## src/rtl/instr_register_pkg.sv

```systemverilog
// instr_register_pkg: shared instruction-register types plus execution-stage additions.
package instr_register_pkg;
    localparam int OPERAND_W = 32;
    localparam int RESULT_W = 64;
    localparam int ADDR_W = 5;
    typedef enum logic [3:0] {ZERO, PASSA, PASSB, ADD, SUB, MULT, DIV, MOD} opcode_t;
    typedef logic signed [OPERAND_W-1:0] operand_t;
    typedef logic signed [RESULT_W-1:0] result_t;
    typedef logic [ADDR_W-1:0] address_t;
    typedef struct packed {
        operand_t op_a;
        operand_t op_b;
        opcode_t opc;
        result_t result;
    } instruction_t;
    typedef enum logic [1:0] {EX_IDLE, EX_DIVIDE, EX_DONE} exec_state_t;
    function automatic result_t sext(input operand_t v);
        return {{(RESULT_W-OPERAND_W){v[OPERAND_W-1]}}, v};
    endfunction
endpackage

```

## src/rtl/instr_seq_divider.sv

```systemverilog
// instr_seq_divider: iterative restoring signed divide/modulo on operand magnitudes.
module instr_seq_divider
    import instr_register_pkg::*;
#(
    parameter int DIV_STEPS_PER_CYCLE = 1
) (
    input  logic     clk,
    input  logic     reset,
    input  logic     start,
    input  operand_t dividend,
    input  operand_t divisor,
    input  logic     is_mod,
    output logic     done,
    output result_t  result
);
    localparam int CYCLES = OPERAND_W / DIV_STEPS_PER_CYCLE;

    if (DIV_STEPS_PER_CYCLE != 1 && DIV_STEPS_PER_CYCLE != 2 &&
        DIV_STEPS_PER_CYCLE != 4 && DIV_STEPS_PER_CYCLE != 8) begin : g_bad_steps
        $error("DIV_STEPS_PER_CYCLE must be 1, 2, 4 or 8");
    end

    logic [OPERAND_W-1:0] rem, quo, den, rem_n, quo_n, mag_res;
    logic [OPERAND_W:0] diff;
    logic [RESULT_W-1:0] ext;
    logic [5:0] cnt;
    logic run, neg_q, neg_r, mod_r;

    function automatic logic [OPERAND_W-1:0] mag(input operand_t v);
        return v[OPERAND_W-1] ? $unsigned(-v) : $unsigned(v);
    endfunction

    always_comb begin
        rem_n = rem;
        quo_n = quo;
        diff = '0;
        for (int i = 0; i < DIV_STEPS_PER_CYCLE; i++) begin
            diff = {rem_n, quo_n[OPERAND_W-1]} - {1'b0, den};
            rem_n = diff[OPERAND_W] ? {rem_n[OPERAND_W-2:0], quo_n[OPERAND_W-1]} : diff[OPERAND_W-1:0];
            quo_n = {quo_n[OPERAND_W-2:0], ~diff[OPERAND_W]};
        end
    end

    always_ff @(posedge clk or posedge reset) begin
        if (reset) begin
            rem <= '0;
            quo <= '0;
            den <= '0;
            cnt <= '0;
            run <= 1'b0;
            neg_q <= 1'b0;
            neg_r <= 1'b0;
            mod_r <= 1'b0;
        end else if (start) begin
            rem <= '0;
            quo <= mag(dividend);
            den <= mag(divisor);
            cnt <= '0;
            run <= 1'b1;
            neg_q <= dividend[OPERAND_W-1] ^ divisor[OPERAND_W-1];
            neg_r <= dividend[OPERAND_W-1];
            mod_r <= is_mod;
        end else if (run) begin
            rem <= rem_n;
            quo <= quo_n;
            cnt <= cnt + 6'd1;
            run <= cnt != 6'(CYCLES-1);
        end
    end

    // Result is taken from the final step's combinational output so the top can register it on the same edge.
    assign done = run && cnt == 6'(CYCLES-1);
    assign mag_res = mod_r ? rem_n : quo_n;
    assign ext = {{(RESULT_W-OPERAND_W){1'b0}}, mag_res};
    assign result = (mod_r ? neg_r : neg_q) ? -ext : ext;
endmodule

```

## src/rtl/instr_exec_unit.sv

```systemverilog
// instr_exec_unit: executes one instruction per handshake; single-cycle ALU plus iterative divider.
module instr_exec_unit
    import instr_register_pkg::*;
#(
    parameter int DIV_STEPS_PER_CYCLE = 1
) (
    input  logic         clk,
    input  logic         reset,
    input  logic         in_valid,
    output logic         in_ready,
    input  instruction_t in_instr,
    input  address_t     in_addr,
    output logic         out_valid,
    input  logic         out_ready,
    output result_t      out_result,
    output address_t     out_addr,
    output opcode_t      out_opc,
    output logic         out_err,
    output logic         busy
);
    exec_state_t state;
    result_t a, b, alu_res, div_result;
    logic accept, div_start, div_done, alu_err, unused_result;

    assign a = sext(in_instr.op_a);
    assign b = sext(in_instr.op_b);
    assign accept = in_valid && in_ready;
    assign div_start = accept && (in_instr.opc == DIV || in_instr.opc == MOD) && in_instr.op_b != '0;
    assign unused_result = ^in_instr.result;

    always_comb begin
        alu_res = '0;
        alu_err = 1'b0;
        case (in_instr.opc)
            ZERO:     alu_res = '0;
            PASSA:    alu_res = a;
            PASSB:    alu_res = b;
            ADD:      alu_res = a + b;
            SUB:      alu_res = a - b;
            MULT:     alu_res = a * b;
            DIV, MOD: alu_err = in_instr.op_b == '0;
            default:  alu_err = 1'b1;
        endcase
    end

    instr_seq_divider #(.DIV_STEPS_PER_CYCLE(DIV_STEPS_PER_CYCLE)) u_div (
        .clk(clk),
        .reset(reset),
        .start(div_start),
        .dividend(in_instr.op_a),
        .divisor(in_instr.op_b),
        .is_mod(in_instr.opc == MOD),
        .done(div_done),
        .result(div_result)
    );

    always_ff @(posedge clk or posedge reset) begin
        if (reset) begin
            state <= EX_IDLE;
            out_result <= '0;
            out_addr <= '0;
            out_opc <= ZERO;
            out_err <= 1'b0;
        end else begin
            case (state)
                EX_IDLE: if (accept) begin
                    out_result <= alu_res;
                    out_err <= alu_err;
                    out_addr <= in_addr;
                    out_opc <= in_instr.opc;
                    state <= div_start ? EX_DIVIDE : EX_DONE;
                end
                EX_DIVIDE: if (div_done) begin
                    out_result <= div_result;
                    state <= EX_DONE;
                end
                EX_DONE: if (out_ready) state <= EX_IDLE;
                default: state <= EX_IDLE;
            endcase
        end
    end

    assign in_ready = state == EX_IDLE && !reset;
    assign out_valid = state == EX_DONE;
    assign busy = state != EX_IDLE;
endmodule

```

## config.mk

```make
export PLATFORM = sky130hd
export DESIGN_NAME = instr_exec_unit
export DESIGN_NICKNAME = d
export VERILOG_FILES = /design/src/rtl/instr_register_pkg.sv /design/src/rtl/instr_seq_divider.sv /design/src/rtl/instr_exec_unit.sv
export SDC_FILE = /design/constraint.sdc
export NUM_CORES = 2
export LEC_CHECK = 0
export BUFFER_PORTS_ARGS = -buffer_cell sky130_fd_sc_hd__buf_2
export CORE_ASPECT_RATIO = 0.75
export CORE_MARGIN = 2
export CORE_UTILIZATION = 30
export CTS_CLUSTER_SIZE = 14
export DETAILED_ROUTE_END_ITERATION = 8
export PLACE_DENSITY = 0.49
export SLEW_MARGIN = 10
export SYNTH_ARGS = -nofsm -noshare
export SYNTH_HDL_FRONTEND = slang
export SYNTH_SLANG_ARGS = --single-unit
export TNS_END_PERCENT = 5
```

## constraint.sdc

```tcl
create_clock -name clk -period 11.1 [get_ports clk]
set_input_delay 1.665 -clock clk [delete_from_list [all_inputs] [get_ports clk]]
set_output_delay 1.665 -clock clk [all_outputs]
set_load 0.05 [all_outputs]
```

==> metrics.txt <==
CTS tree built; Startpoint Class input port; clk_lat worst skew 510 ps; wire per inst 22.2 um; vias in the first global route 44,100; Maximum Capacitance Violations 0; post-CTS setup buffers 0; Resized Gates After CTS 0; crit path max fanout 23; Post-synth EDFFs 0; synth top area cells fa_1, dfrtp_1, inv_1; clock buffer depth 3; syn_area_per_cell 8.81 um2; PortBufs 153; Syn-to-layout area delta 7.70%; Starting DRT DRC Count 3,561; mapped cell area 0.0523 mm2; clock root buffer master clkbuf_16; vias per cell 5.12; Inserted Clock Buffers 25; Clock transition at path regs 80 ps; Pre-Repair DR Iteration Count 9; sequential area share after synthesis 8.71%; Placer Congestion 0.914; antenna-violating nets left 0; status finished clean; Starting Density 30.2%; clk_skew 24.7 ps; # H-tree levels 4; most common cell in the netlist fa_1; Final #Nets 7,389; I/O Pins 218; core box area 0.173 mm2; FILL cells 18,200; final wirelength 181 mm; largest net degree at the start of global routing 123; Yosys top cell area share 41.5%; number of remaining DRC errors 0; Post-synth top cells fa_1, inv_1, nand2_1; Final min period 10,210 ps; Seq cells post-synth 182; crit share post-route 92.0%; share of cells above drive strength 1 7.01%; setup TNS 0 ps; ys flop type dfrtp_1; Die Y 366 um; first-pass GRT wire length 281 mm; CP Capture Type flop; unrepaired setup endpoints after global routing false; Post-Syn Nets 7,444; Rel. slew slack 18.5%; Yosys cell types 87; area leader, netlist fa_1; Worst EP required 11,450 ps; Fmax 97.9 MHz; antenna violations before repair 16; routed vias 41,800; global route overflow 0; Tightest Pin Transition 1210 ps; register area 0.00456 mm2; Post-DP HPWL 150 mm; num rows 132; worst hold slack 475 ps; Synthesis Warnings 0; DP Worst Slack 459 ps; chip width 486 um; final critical-path setup slack 888 ps; Fin. Hold Viols 0; gr usage total 20.7%; arrival time worst endpoint 10,560 ps; fraction of registers with async set/reset 100%; Mapped Cells 5,932; HP Class flop to flop; die area 0.178 mm2; Post-CTS Hold Fix Bufs 0; Slew Limit Fails 0; multi-input logic area 0.0422 mm2; Worst Path Class, Setup input port to flop; # setup viols final 0; TritonCTS Sinks 182
worst paths after layout:
path | startpoint | slack, ps | cells after the start | to
min in group asynchronous | reset | 1370 | 2 | u_div.rem[18]
hold / removal | out_result[3] | 480 | 2 | out_result[3]
setup / recovery | in_instr[70] | 890 | 28 | out_result[53]
setup reg to reg | u_div.quo[31] | 3830 | 19 | out_result[24]
max in group asynchronous | reset | 8300 | 3 | u_div.run
hold reg to reg | out_result[3] | 480 | 2 | out_result[3]
placed cells by master, fill, tap and decap left out, types with 23 or more instances in the layout:
cell type  instances
nor3_1            49
or4_1             23
nand2_1          691
a31oi_1           58
nor2_1           311
o21a_1            24
fa_1            1084
clkbuf_16         25
o21ai_0          188
o21ai_1           36
a21oi_1          192
nand3_1           49
inv_1           1074
dfrtp_1          180
and2_1           458
a222oi_1          25
a221oi_1          24
a21o_1            68
buf_4            145
nand2b_1          30
o211ai_1          40
ha_1             286
xor2_1            38
mux2i_1           49
or3_1             24
o31ai_1           38
nor2b_1           27
xnor2_1          128
buf_2            153
logic make-up after synthesis:
| group | Yosys count | synth area share (%) |
|---|---|---|
| buf+inv | 1458 | 10.6 |
| xor+xnor | 166 | 2.78 |
| compound gates | 922 | 11.9 |
| fa+ha+maj | 1371 | 48.4 |
| simple gates | 1769 | 16.4 |
| flops | 182 | 8.71 |
| mux | 64 | 1.26 |
flip-flops by register name, indices dropped and copies added (netlist names):
signal	cells
u_div.rem	32
u_div.mod_r	1
u_div.neg_q	1
out_opc	4
u_div.run	1
u_div.neg_r	1
state	2
out_result	64
out_addr	5
u_div.den	32
u_div.quo	32
u_div.cnt	6
out_err	1
routing by layer:
metal	GRT usage, %	vias to the layer above	share of wire [%]
met5	0	-	0.032
met4	4.04	10	2.2
met3	2.94	167	6.5
met2	32.7	1355	45
met1	30.2	21800	46
li1	-	18500	-
layout make-up:
class | count | area share, %
multi-input cells | 4292 | 75.0
inverters | 1077 | 7.19
well taps | 2278 | 5.06
clock inverters | 4 | 0.129
flip-flops and latches | 182 | 8.10
repair buffers | 299 | 3.33
clock buffers | 27 | 1.14
diodes | 3 | 0.0133
metrics by stage:
step / util (%) / std cells / area [um2]
after floorplan: - / 5932 / 52300
after global placement: 32.1 / 8128 / 55600
after detailed placement: 32.1 / 8128 / 55600
after CTS: 32.6 / 8159 / 56300
after global routing: 32.6 / 8162 / 56300
final: 32.6 / 8162 / 56300
worst max-delay path: stages:
cell and delay, ps:
buf_2 510, nand2_1 200, fa_1 590, fa_1 430, fa_1 500, fa_1 550
inv_1 50, fa_1 500, inv_1 60, fa_1 530, inv_1 50, fa_1 500
fa_1 420, ha_1 370, a21oi_1 170, o21ai_0 210, a2111oi_0 560, buf_4 230
o31ai_1 90, a221oi_1 290, o41ai_1 260, a221o_1 490, a311oi_1 350, buf_4 190
o211ai_1 110, a21oi_1 190, xor2_1 330, o2111ai_1 140
Power is left out: the tool's default activity adds up to more than one toggle a clock period on the data nets, which glitch-free logic cannot reach.
